`src/rtl/bcd_serial_accumulator_pkg.sv`:
```
// Purpose: constants and state encoding shared by the BCD serial accumulator and its digit adder.
// Latency: none; this file holds declarations only.
// Backpressure: none; this file holds declarations only.
package bcd_pkg;

  localparam int          DIG_W   = 4;     // bits per BCD digit
  localparam logic [3:0]  BCD_MAX = 4'd9;  // largest legal BCD digit
  localparam logic [3:0]  BCD_CORR = 4'd6; // skips the six unused codes A..F

  typedef enum logic [1:0] {
    IDLE = 2'd0,
    ADD  = 2'd1,
    DONE = 2'd2
  } state_t;

endpackage

```
`src/rtl/bcd_serial_accumulator_digit_add.sv`:
```
// Purpose: single-digit BCD adder; (a + b + c_in) with decimal correction.
// Latency: combinational, zero cycles.
// Backpressure: none; the output follows the inputs continuously.
//
// Ports: a, b - input digits (codes above 9 are still summed by the same rule)
//        c_in - carry in; s - corrected sum digit; c_out - decimal carry out
module bcd_digit_add
  import bcd_pkg::*;
(
  input  logic [DIG_W-1:0] a,
  input  logic [DIG_W-1:0] b,
  input  logic             c_in,
  output logic [DIG_W-1:0] s,
  output logic             c_out
);

  logic [DIG_W:0] w_t;

  always_comb begin
    w_t   = {1'b0, a} + {1'b0, b} + {{DIG_W{1'b0}}, c_in};
    s     = w_t[DIG_W-1:0];
    c_out = 1'b0;
    // Past 9 the +6 correction wraps the low nibble modulo 16; this also
    // gives a defined result for illegal input codes (F+F+1 -> 5, carry).
    if (w_t > {1'b0, BCD_MAX}) begin
      s     = w_t[DIG_W-1:0] + BCD_CORR;
      c_out = 1'b1;
    end
  end

endmodule

```
`src/rtl/bcd_serial_accumulator.sv`:
```
// Purpose: multi-digit BCD adder, one digit pair per clock, LSD first, through one digit adder.
// Latency: done pulses exactly DIGITS cycles after the start-capturing edge.
// Backpressure: start is ignored while busy; a start in the done cycle is accepted back-to-back.
//
// Ports: clk, rst_n (sync, active-low); start, A, B, C_in - request and operands (latched on accept)
//        busy - operation in progress; done - one-cycle result-valid pulse
//        S, C_out, err - sum, top carry, illegal-digit flag; held until next accept or reset
module bcd_serial_accumulator
  import bcd_pkg::*;
#(
  parameter int DIGITS = 4
) (
  input  logic                    clk,
  input  logic                    rst_n,
  input  logic                    start,
  input  logic [DIG_W*DIGITS-1:0] A,
  input  logic [DIG_W*DIGITS-1:0] B,
  input  logic                    C_in,
  output logic                    busy,
  output logic                    done,
  output logic [DIG_W*DIGITS-1:0] S,
  output logic                    C_out,
  output logic                    err
);

  localparam int              W        = DIG_W * DIGITS;
  localparam int              IDXW     = (DIGITS > 1) ? $clog2(DIGITS) : 1;
  localparam logic [IDXW-1:0] LAST_IDX = IDXW'(DIGITS - 1);

  state_t          r_state;
  logic [W-1:0]    r_a;
  logic [W-1:0]    r_b;
  logic [W-1:0]    r_s;
  logic [IDXW-1:0] r_idx;
  logic            r_carry;
  logic            r_busy;
  logic            r_done;
  logic            r_cout;
  logic            r_err;

  logic [DIG_W-1:0] w_a_dig;
  logic [DIG_W-1:0] w_b_dig;
  logic [DIG_W-1:0] w_sum_dig;
  logic             w_carry_nxt;
  logic             w_dig_bad;

  assign w_a_dig   = r_a[r_idx*DIG_W +: DIG_W];
  assign w_b_dig   = r_b[r_idx*DIG_W +: DIG_W];
  assign w_dig_bad = (w_a_dig > BCD_MAX) || (w_b_dig > BCD_MAX);

  bcd_digit_add u_digit_add (
    .a     (w_a_dig),
    .b     (w_b_dig),
    .c_in  (r_carry),
    .s     (w_sum_dig),
    .c_out (w_carry_nxt)
  );

  always_ff @(posedge clk) begin
    if (!rst_n) begin
      r_state <= IDLE;
      r_a     <= '0;
      r_b     <= '0;
      r_s     <= '0;
      r_idx   <= '0;
      r_carry <= 1'b0;
      r_busy  <= 1'b0;
      r_done  <= 1'b0;
      r_cout  <= 1'b0;
      r_err   <= 1'b0;
    end else begin
      r_done <= 1'b0;
      case (r_state)
        IDLE, DONE: begin
          if (start) begin
            r_a     <= A;
            r_b     <= B;
            r_carry <= C_in;
            r_idx   <= '0;
            r_s     <= '0;
            r_err   <= 1'b0;
            r_state <= ADD;
            r_busy  <= 1'b1;
          end else begin
            r_state <= IDLE;
          end
        end
        ADD: begin
          r_s[r_idx*DIG_W +: DIG_W] <= w_sum_dig;
          r_carry <= w_carry_nxt;
          r_err   <= r_err | w_dig_bad;
          if (r_idx == LAST_IDX) begin
            // idx parks on the top digit; the next accept rewinds it.
            r_cout  <= w_carry_nxt;
            r_state <= DONE;
            r_busy  <= 1'b0;
            r_done  <= 1'b1;
          end else begin
            r_idx <= r_idx + 1'b1;
          end
        end
        default: r_state <= IDLE;
      endcase
    end
  end

  assign busy  = r_busy;
  assign done  = r_done;
  assign S     = r_s;
  assign C_out = r_cout;
  assign err   = r_err;

endmodule

```
`config.mk`:
```
export PLATFORM = sky130hd
export DESIGN_NAME = bcd_serial_accumulator
export DESIGN_NICKNAME = d
export VERILOG_FILES = /design/src/rtl/bcd_serial_accumulator_pkg.sv /design/src/rtl/bcd_serial_accumulator_digit_add.sv /design/src/rtl/bcd_serial_accumulator.sv
export SDC_FILE = /design/constraint.sdc
export NUM_CORES = 1
export LEC_CHECK = 0
export ABC_AREA = 1
export ABC_CLOCK_PERIOD_IN_PS = 3190
export CORE_ASPECT_RATIO = 0.5
export CORE_MARGIN = 1.5
export CORE_UTILIZATION = 30
export DETAILED_ROUTE_END_ITERATION = 12
export SYNTH_ARGS = -nofsm -noshare
export SYNTH_HDL_FRONTEND = slang
export SYNTH_SLANG_ARGS = --single-unit
```
`constraint.sdc`:
```
create_clock -name clk -period 3.19 [get_ports clk]
set_clock_uncertainty 0.2 [all_clocks]
set_input_delay 0.7975 -clock clk [delete_from_list [all_inputs] [get_ports clk]]
set_output_delay 0.7975 -clock clk [all_outputs]
set_load 0.01 [all_outputs]
```
## After elaboration in Yosys (flattened, before gate mapping)

Index checks and enable logic that the tools add are counted.

| cells by class | value |
|---|---|
| equal/unequal tests | 6 |
| bitwise gates (word level) | 1 |
| reductions and logical operators | 10 |
| shift operators | 4 |
| add/subtract/negate cells | 5 |
| mux-type cells | 19 |
| $lt $le $gt $ge | 3 |

Operator list:

| cell | number |
|---|---|
| $neg A4 Y34 | 1 |
| $shift A4 B34 Y16 const A | 1 |
| $shiftx A4 B34 Y16 | 1 |
| $pmux W16 S2 | 1 |
| $shiftx A16 B5 Y4 | 2 |
| $bwmux W16 | 1 |
| $mux W16 | 1 |
| $gt A4 B4 Y1 const B | 2 |
| $pmux W2 S2 | 2 |
| $reduce_and A2 Y1 | 4 |
| $mux W1 | 7 |
| $mux W2 | 3 |
| $ne A2 B2 Y1 const B | 3 |
| $pmux W1 S2 | 3 |
| $reduce_and A3 Y1 | 2 |
| $add A4 B4 Y5 | 1 |
| $add A5 B1 Y5 | 1 |
| $gt A5 B4 Y1 const B | 1 |
| $add A4 B3 Y4 const B | 1 |
| $eq A2 B2 Y1 const B | 2 |
| $mux W4 | 1 |
| $add A2 B1 Y2 const B | 1 |
| $eq A2 B1 Y1 const B | 1 |
| $logic_not A2 Y1 | 1 |
| 4 further kinds | 4 |

| word-level totals | value |
|---|---|
| bits of input ports | 36 |
| bits in registers | 57 |
| logic and storage cells | 58 |

## Logic depth before layout (Yosys ltp)

| depth | value |
|---|---|
| depth in word-level cells | 8 |
| mapped depth | 22 |

## Modules after synthesis

From an unflattened synthesis, not the netlist that was laid out.

| unflattened totals | value |
|---|---|
| cell total of the unflattened synthesis | 376 |
| area total of the unflattened synthesis | 2680.1 µm² |

By module, submodules not included:

| module | times used | area each (µm²) | sequential area each (µm²) | cells each |
|---|---|---|---|---|
| bcd_serial_accumulator | 1 | 2381.0 | 1141.1 | 331 |
| bcd_digit_add | 1 | 299.0 | 0.0 | 45 |

## Worst setup path after synthesis

OpenSTA, ideal clock, no wires.

| timing | value |
|---|---|
| path kind | register to register |
| start point | reg r_idx[0] |
| end point | reg r_s[7], in the netlist S[7] |
| stages on the path, launching flop included | 20 |
| clock period less this slack | 3.169 ns |
| data arrival time | 2.852 ns |
| data required time | 2.873 ns |
| path slack | 0.021 ns |
| path buffers | 3 |
| path through | dfxtp_1 -> buf_4 -> buf_6 -> buf_6 -> o21ai_0 -> o22ai_1 -> fa_1 -> fa_1 -> inv_1 -> ha_1 -> inv_1 -> nor2_1 -> a21oi_2 -> nand2_2 -> nand2_4 -> nand2_2 -> nand4_2 -> nor2_1 -> nor2_1 -> nor2_1 |

| between the ends | value |
|---|---|
| cells in the longest elaborated chain, start to end | 8 |

RTL lines:

| element | RTL line | text |
|---|---|---|
| from (decl) | bcd_serial_accumulator.sv:34 | `logic [IDXW-1:0] r_idx;` |
| from (signal assigned) | bcd_serial_accumulator.sv:99 | `r_idx <= r_idx + 1'b1;` |
| $shiftx A16 B5 Y4 (on tied branches) | bcd_serial_accumulator.sv:47, bcd_serial_accumulator.sv:48 |  |
| $add A4 B4 Y5 | bcd_serial_accumulator_digit_add.sv:20 | `w_t = {1'b0, a} + {1'b0, b} + {{DIG_W{1'b0}}, c_in};` |
| $add A5 B1 Y5 | bcd_serial_accumulator_digit_add.sv:20 |  |
| $add A4 B3 Y4 or $gt A5 B4 Y1 (tied branches) | bcd_serial_accumulator_digit_add.sv:26, bcd_serial_accumulator_digit_add.sv:25 |  |
| $mux W4 | bcd_serial_accumulator_digit_add.sv:25 | `if (w_t > {1'b0, BCD_MAX}) begin` |
| $shiftx A4 B34 Y16 | bcd_serial_accumulator.sv:89 | `r_s[r_idx*DIG_W +: DIG_W] <= w_sum_dig;` |
| $bwmux W16 * | bcd_serial_accumulator.sv:89 |  |
| $pmux W16 S2 * | bcd_serial_accumulator.sv:73 | `case (r_state)` |
| to (signal, indexed assignment) | bcd_serial_accumulator.sv:89 |  |
| to (decl) | bcd_serial_accumulator.sv:33 | `logic [W-1:0] r_s;` |

Mark *: on every way between the ends. The rest lies on a longest branch, timed or not.
A chain may end at the register's enable or synchronous reset.

## Worst setup path in the final report

| timing | value |
|---|---|
| start point | reg r_idx[0] |
| end point | reg r_s[15], in the netlist S[15] |

The elaborated chain is that of the path after synthesis.

==> results <==
- The final hold violation count is 0.
- The total number of cells along the worst setup path is 17.
- For the worst setup path, the data required time is 3.18 ns.
- Setup violations remaining at the end of the flow were counted as 0.
- The longest clock path from root to sink contains 2 buffers.
- The via count of the first global-routing pass is 2351.
- The HPWL after detailed placement is 4870 microns.
- The proportion of synthesized flip-flops having asynchronous set or reset is 0.
- After global routing the overflow that remains totals 0.
- Of the total power, registers draw 0.343.
- The H-tree was split into 3 levels.
- The power share of the clock group is 0.399.
- The dominant cell type by count on the critical path is nor2_1.
- The count of standard-cell rows is 24.
- Of the synthesized area, sequential elements account for 0.421.
- For this block, the via count after detailed routing is 2560.
- The number of fillers in the final layout is 902.
- The later pin in the worst-skew pair is clocked with a latency of 0.33 ns.
- The net count after synthesis is 416.
- Of the total power, the share spent switching nets is 0.301.
- A synthesized cell averages 7.32 sq um.
- The multi-input combinational cells in the finished layout cover a total of 1410 sq um.
- In the finished design, the share of the clock period the worst path needs comes to 0.946.
- The final weighted congestion in routability-driven placement is 0.774.
- The clock transition at the register clock pins on the worst setup and hold paths after CTS is 0.05 ns.
- The signal on the critical path passes through inv_2 -> o21ai_0 -> o22ai_2 -> fa_2 -> fa_2 -> inv_1 -> ha_2 -> inv_2 -> nor2_1 -> a21oi_2 -> nand2_2 -> nand2_4 -> nand2_2 -> nand4_2 -> nor2_1 -> nor2_1 -> nor2_1.
- The worst path needs 3.02 ns of the cycle, external delays included.
- TritonCTS built the clock tree.
- The worst-path maximum fanout is 8.
- For this design, the slowest cell found on the critical path is fa_2.
- The antenna cell count is 0.
- The max-cap violation count is 0.
- The startpoint of the worst register-to-register path is r_idx[0].
- The area taken by flip-flops and latches is 1140 sq um.
- The least setup slack across all paths after layout is 0.171 ns.
- The internal reg-to-reg setup slack is 0.17 ns.
- The worst setup path is launched from a flop.
- Yosys attributes the largest share of cell area to dfxtp_1, nor2_1, o21ai_0.
- The type of element capturing the critical path is a flop.
- The maximum vdd ir drop is 0.340 mV.
- At the pin with the least slew margin, the transition time is 0.747 ns.
- The gate family responsible for the most delay along the worst path is adder cells.
- In this run the vertical extent of the chip is 70.2 microns.
- Yosys mapped the design onto 33 distinct sky130hd cell types.
- The layout cell share with drive strength beyond 1 is 0.140.
- The flow ran to the end, and the final reports show no timing, DRC or antenna violations.
- The average routed wire per standard cell is 11.9 microns.
- The post-cts hold buffer count is 0.
- Dividing the detail-routed via count by the number of cells gives 4.63.
- Yosys mapped a number of flops with a built-in enable equal to 0.
- Sorting the synthesized cells by how often they occur yields nor2_1, dfxtp_1, nand2_1, o21ai_0, a21oi_1.
- The power per cell area is 619 nW/um^2.
- The yosys synthesis warning count is 0.
- The most frequently used flop master after synthesis is dfxtp_1.
- The post-detailed-routing wire length is 6600 microns.
- The quantity of I/O buffers inserted on ports is 55.
- The path type of the worst setup path is flop to flop.
- The worst reg-to-reg path cell count is 17.
- The combined buffer and inverter count along the critical path is 3.
- The static leakage power is 1.51 nW.
- For this block, the initial DRC count from the detailed router was 133.
- Adding up every negative setup slack in the final design gives 0 ns.
- The number of remaining DRC errors is 0.
- The number of I/O pins is 56.
- In this run the worst setup path terminates at S[15].
- The synthesized design contains 57 register bits.
- The combined area of all synthesized cells is 2710 sq um.
- The initial antenna violation count came to 0.
- Data arrives at the worst endpoint at 3.01 ns.
- The floorplan die width is 137 microns.
- For this configuration, the core starts out at a cell density of 0.310.
- The area of the die is 9640 sq um.
- The worst max-slew margin expressed relative to the limit is 0.502.
- The highest clock frequency the design can meet is 331 MHz.
- In the global route stage, overall resource usage came out at 0.151.
- The pin count of the biggest net entering global routing is 39.
- The number of max-slew violations in the final report came to 0.
- The share of synthesized area in the top cell type comes to 0.421.
- The layout overhead on the synthesized area is 37.9%.
- The global-route wire length before repair is 11100 microns.
- Prior to clock tree synthesis, the placed netlist has a worst setup slack of 0.0477 ns.
- The internal portion of the total power is 1.62 mW.
- By instance count, the leading cell after synthesis is nor2_1.
- The number of routed nets with antenna violations is 0.
- The pre-antenna-repair detailed-routing pass consisted of 4 iterations.
- The core outline area is 8740 sq um.
- The number of sinks driven by the clock tree is 57.
- The net switching power of the design is 0.696 mW.
- The launch point of the worst path is r_idx[0].
- The logic gate share of total power is 0.258.
- Setup repair after global routing left no endpoint under its margin.
- Counting every instance in the synthesized netlist gives 370.
- The largest single stage delay on the critical path is 0.57 ns.
- The worst register-to-register path ends at S[15].
- The type of the tightest min-delay check is flop to flop.
- TritonCTS created 9 clock buffers.
- For this run, the post-layout net count is 479.
- Summed over all instances, the cell type with the most area after synthesis is dfxtp_1.
- The clock tree root driver cell is clkbuf_16.
## metal layers
layer	wire length, microns	GRT usage	up-vias	part of all wire
li1	-	-	1338	-
met1	3420	0.208	1163	0.52
met2	2710	0.213	51	0.41
met3	389	0.0574	8	0.059
met4	89	0.0526	0	0.013
met5	0	0	-	0
## final cells by class
type / count / share of cell area
clock buffer: 10 / 0.0640
timing repair buffer: 69 / 0.176
multi-input combinational: 270 / 0.376
inverter: 26 / 0.0268
sequential: 57 / 0.306
clock inverter: 4 / 0.0121
tap: 117 / 0.0392
## how the worst min path moves through the flow
stage | cells after the start | endpoint | start | slack (ns)
after floorplan | 2 | r_a[2] | r_a[2] | 0.22
after global placement | 2 | r_a[2] | r_a[2] | 0.25
after detailed placement | 2 | busy | busy | 0.25
after CTS | 2 | busy | busy | 0.26
after global routing | 2 | S[13] | S[13] | 0.28
final | 2 | busy | busy | 0.26
## sequential cells by signal, indices dropped and copies added, names as in the netlist
signal and cells:
C_out 1, done 1, r_carry 1, r_b 16, err 1, r_a 16, S 16, r_idx 2
busy 1, r_state 2
## kinds of logic (layout without fill, tap and decap cells)
family                     after synthesis  in the layout  share of synthesized area
and+or+nand+nor                        178            178                      0.295
buffers and inverters                   43            109                     0.0702
AOI/OAI and AO/OA                       82             82                      0.161
DFF                                     57             57                      0.421
adders and majority gates               10             10                     0.0518
## through the flow
| step | utilization | total power [mW] | cells | hold WS [ns] | area (sq um) |
|---|---|---|---|---|---|
| floorplan | - | 1.20 | 370 | 0.224 | 2710 |
| global placement | 0.390 | 1.36 | 537 | 0.249 | 3400 |
| detailed placement | 0.390 | 1.37 | 537 | 0.252 | 3400 |
| CTS | 0.422 | 2.30 | 551 | 0.260 | 3690 |
| global route | 0.427 | 2.44 | 553 | 0.280 | 3730 |
| finish | 0.427 | 2.31 | 553 | 0.256 | 3730 |
## worst register-to-register path, cell delays in order (launching register included)
cell	delay (ns)
dfxtp_2	0.35
inv_2	0.07
o21ai_0	0.19
o22ai_2	0.11
fa_2	0.43
fa_2	0.57
inv_1	0.07
ha_2	0.18
inv_2	0.06
nor2_1	0.04
a21oi_2	0.11
nand2_2	0.09
nand2_4	0.09
nand2_2	0.07
nand4_2	0.08
nor2_1	0.05
nor2_1	0.08
nor2_1	0.04
## repair_timing
item	CTS	global route
setup buffers	0	2
endpoints found under the setup margin	0	13
resized for setup	0	12
## placed cells by master, fill, tap and decap left out
cell             Yosys  final
a21oi_1             28     27
a21oi_2              1      2
a21oi_4              1      1
a31oi_1              1      1
a32o_1               1      1
and2_1               1      1
buf_4                2     14
bufinv_16            0      1
clkbuf_16            0      9
clkbuf_8             0      1
clkdlybuf4s50_1      0     55
clkinv_1             1      1
clkinv_2             0      3
dfxtp_1             57     55
dfxtp_2              0      2
fa_2                 0      2
ha_1                 8      7
ha_2                 0      1
inv_1               20     19
inv_2                4      5
inv_4                1      1
nand2_1             53     52
nand2_2              7      7
nand2_4              1      2
nand3_1             18     18
nand3_2              1      1
nand3b_1             1      1
nand4_1              5      5
nand4_2              1      1
nor2_1              82     82
nor2_2               2      2
nor2_4               3      3
nor3_1               1      1
nor3b_1              1      1
nor4_4               1      1
o21ai_0             46     45
o21ai_2              0      1
o22ai_1              4      3
o22ai_2              0      1
## power groups by stage
stage	clock [mW]	sequential [mW]	combinational, mW
global placement	0	0.806	0.554
global route	0.971	0.799	0.669
detailed placement	0	0.806	0.559
finish	0.923	0.793	0.597
floorplan	0	0.802	0.398
CTS	0.946	0.793	0.562
(Power assumes the default switching activity.)
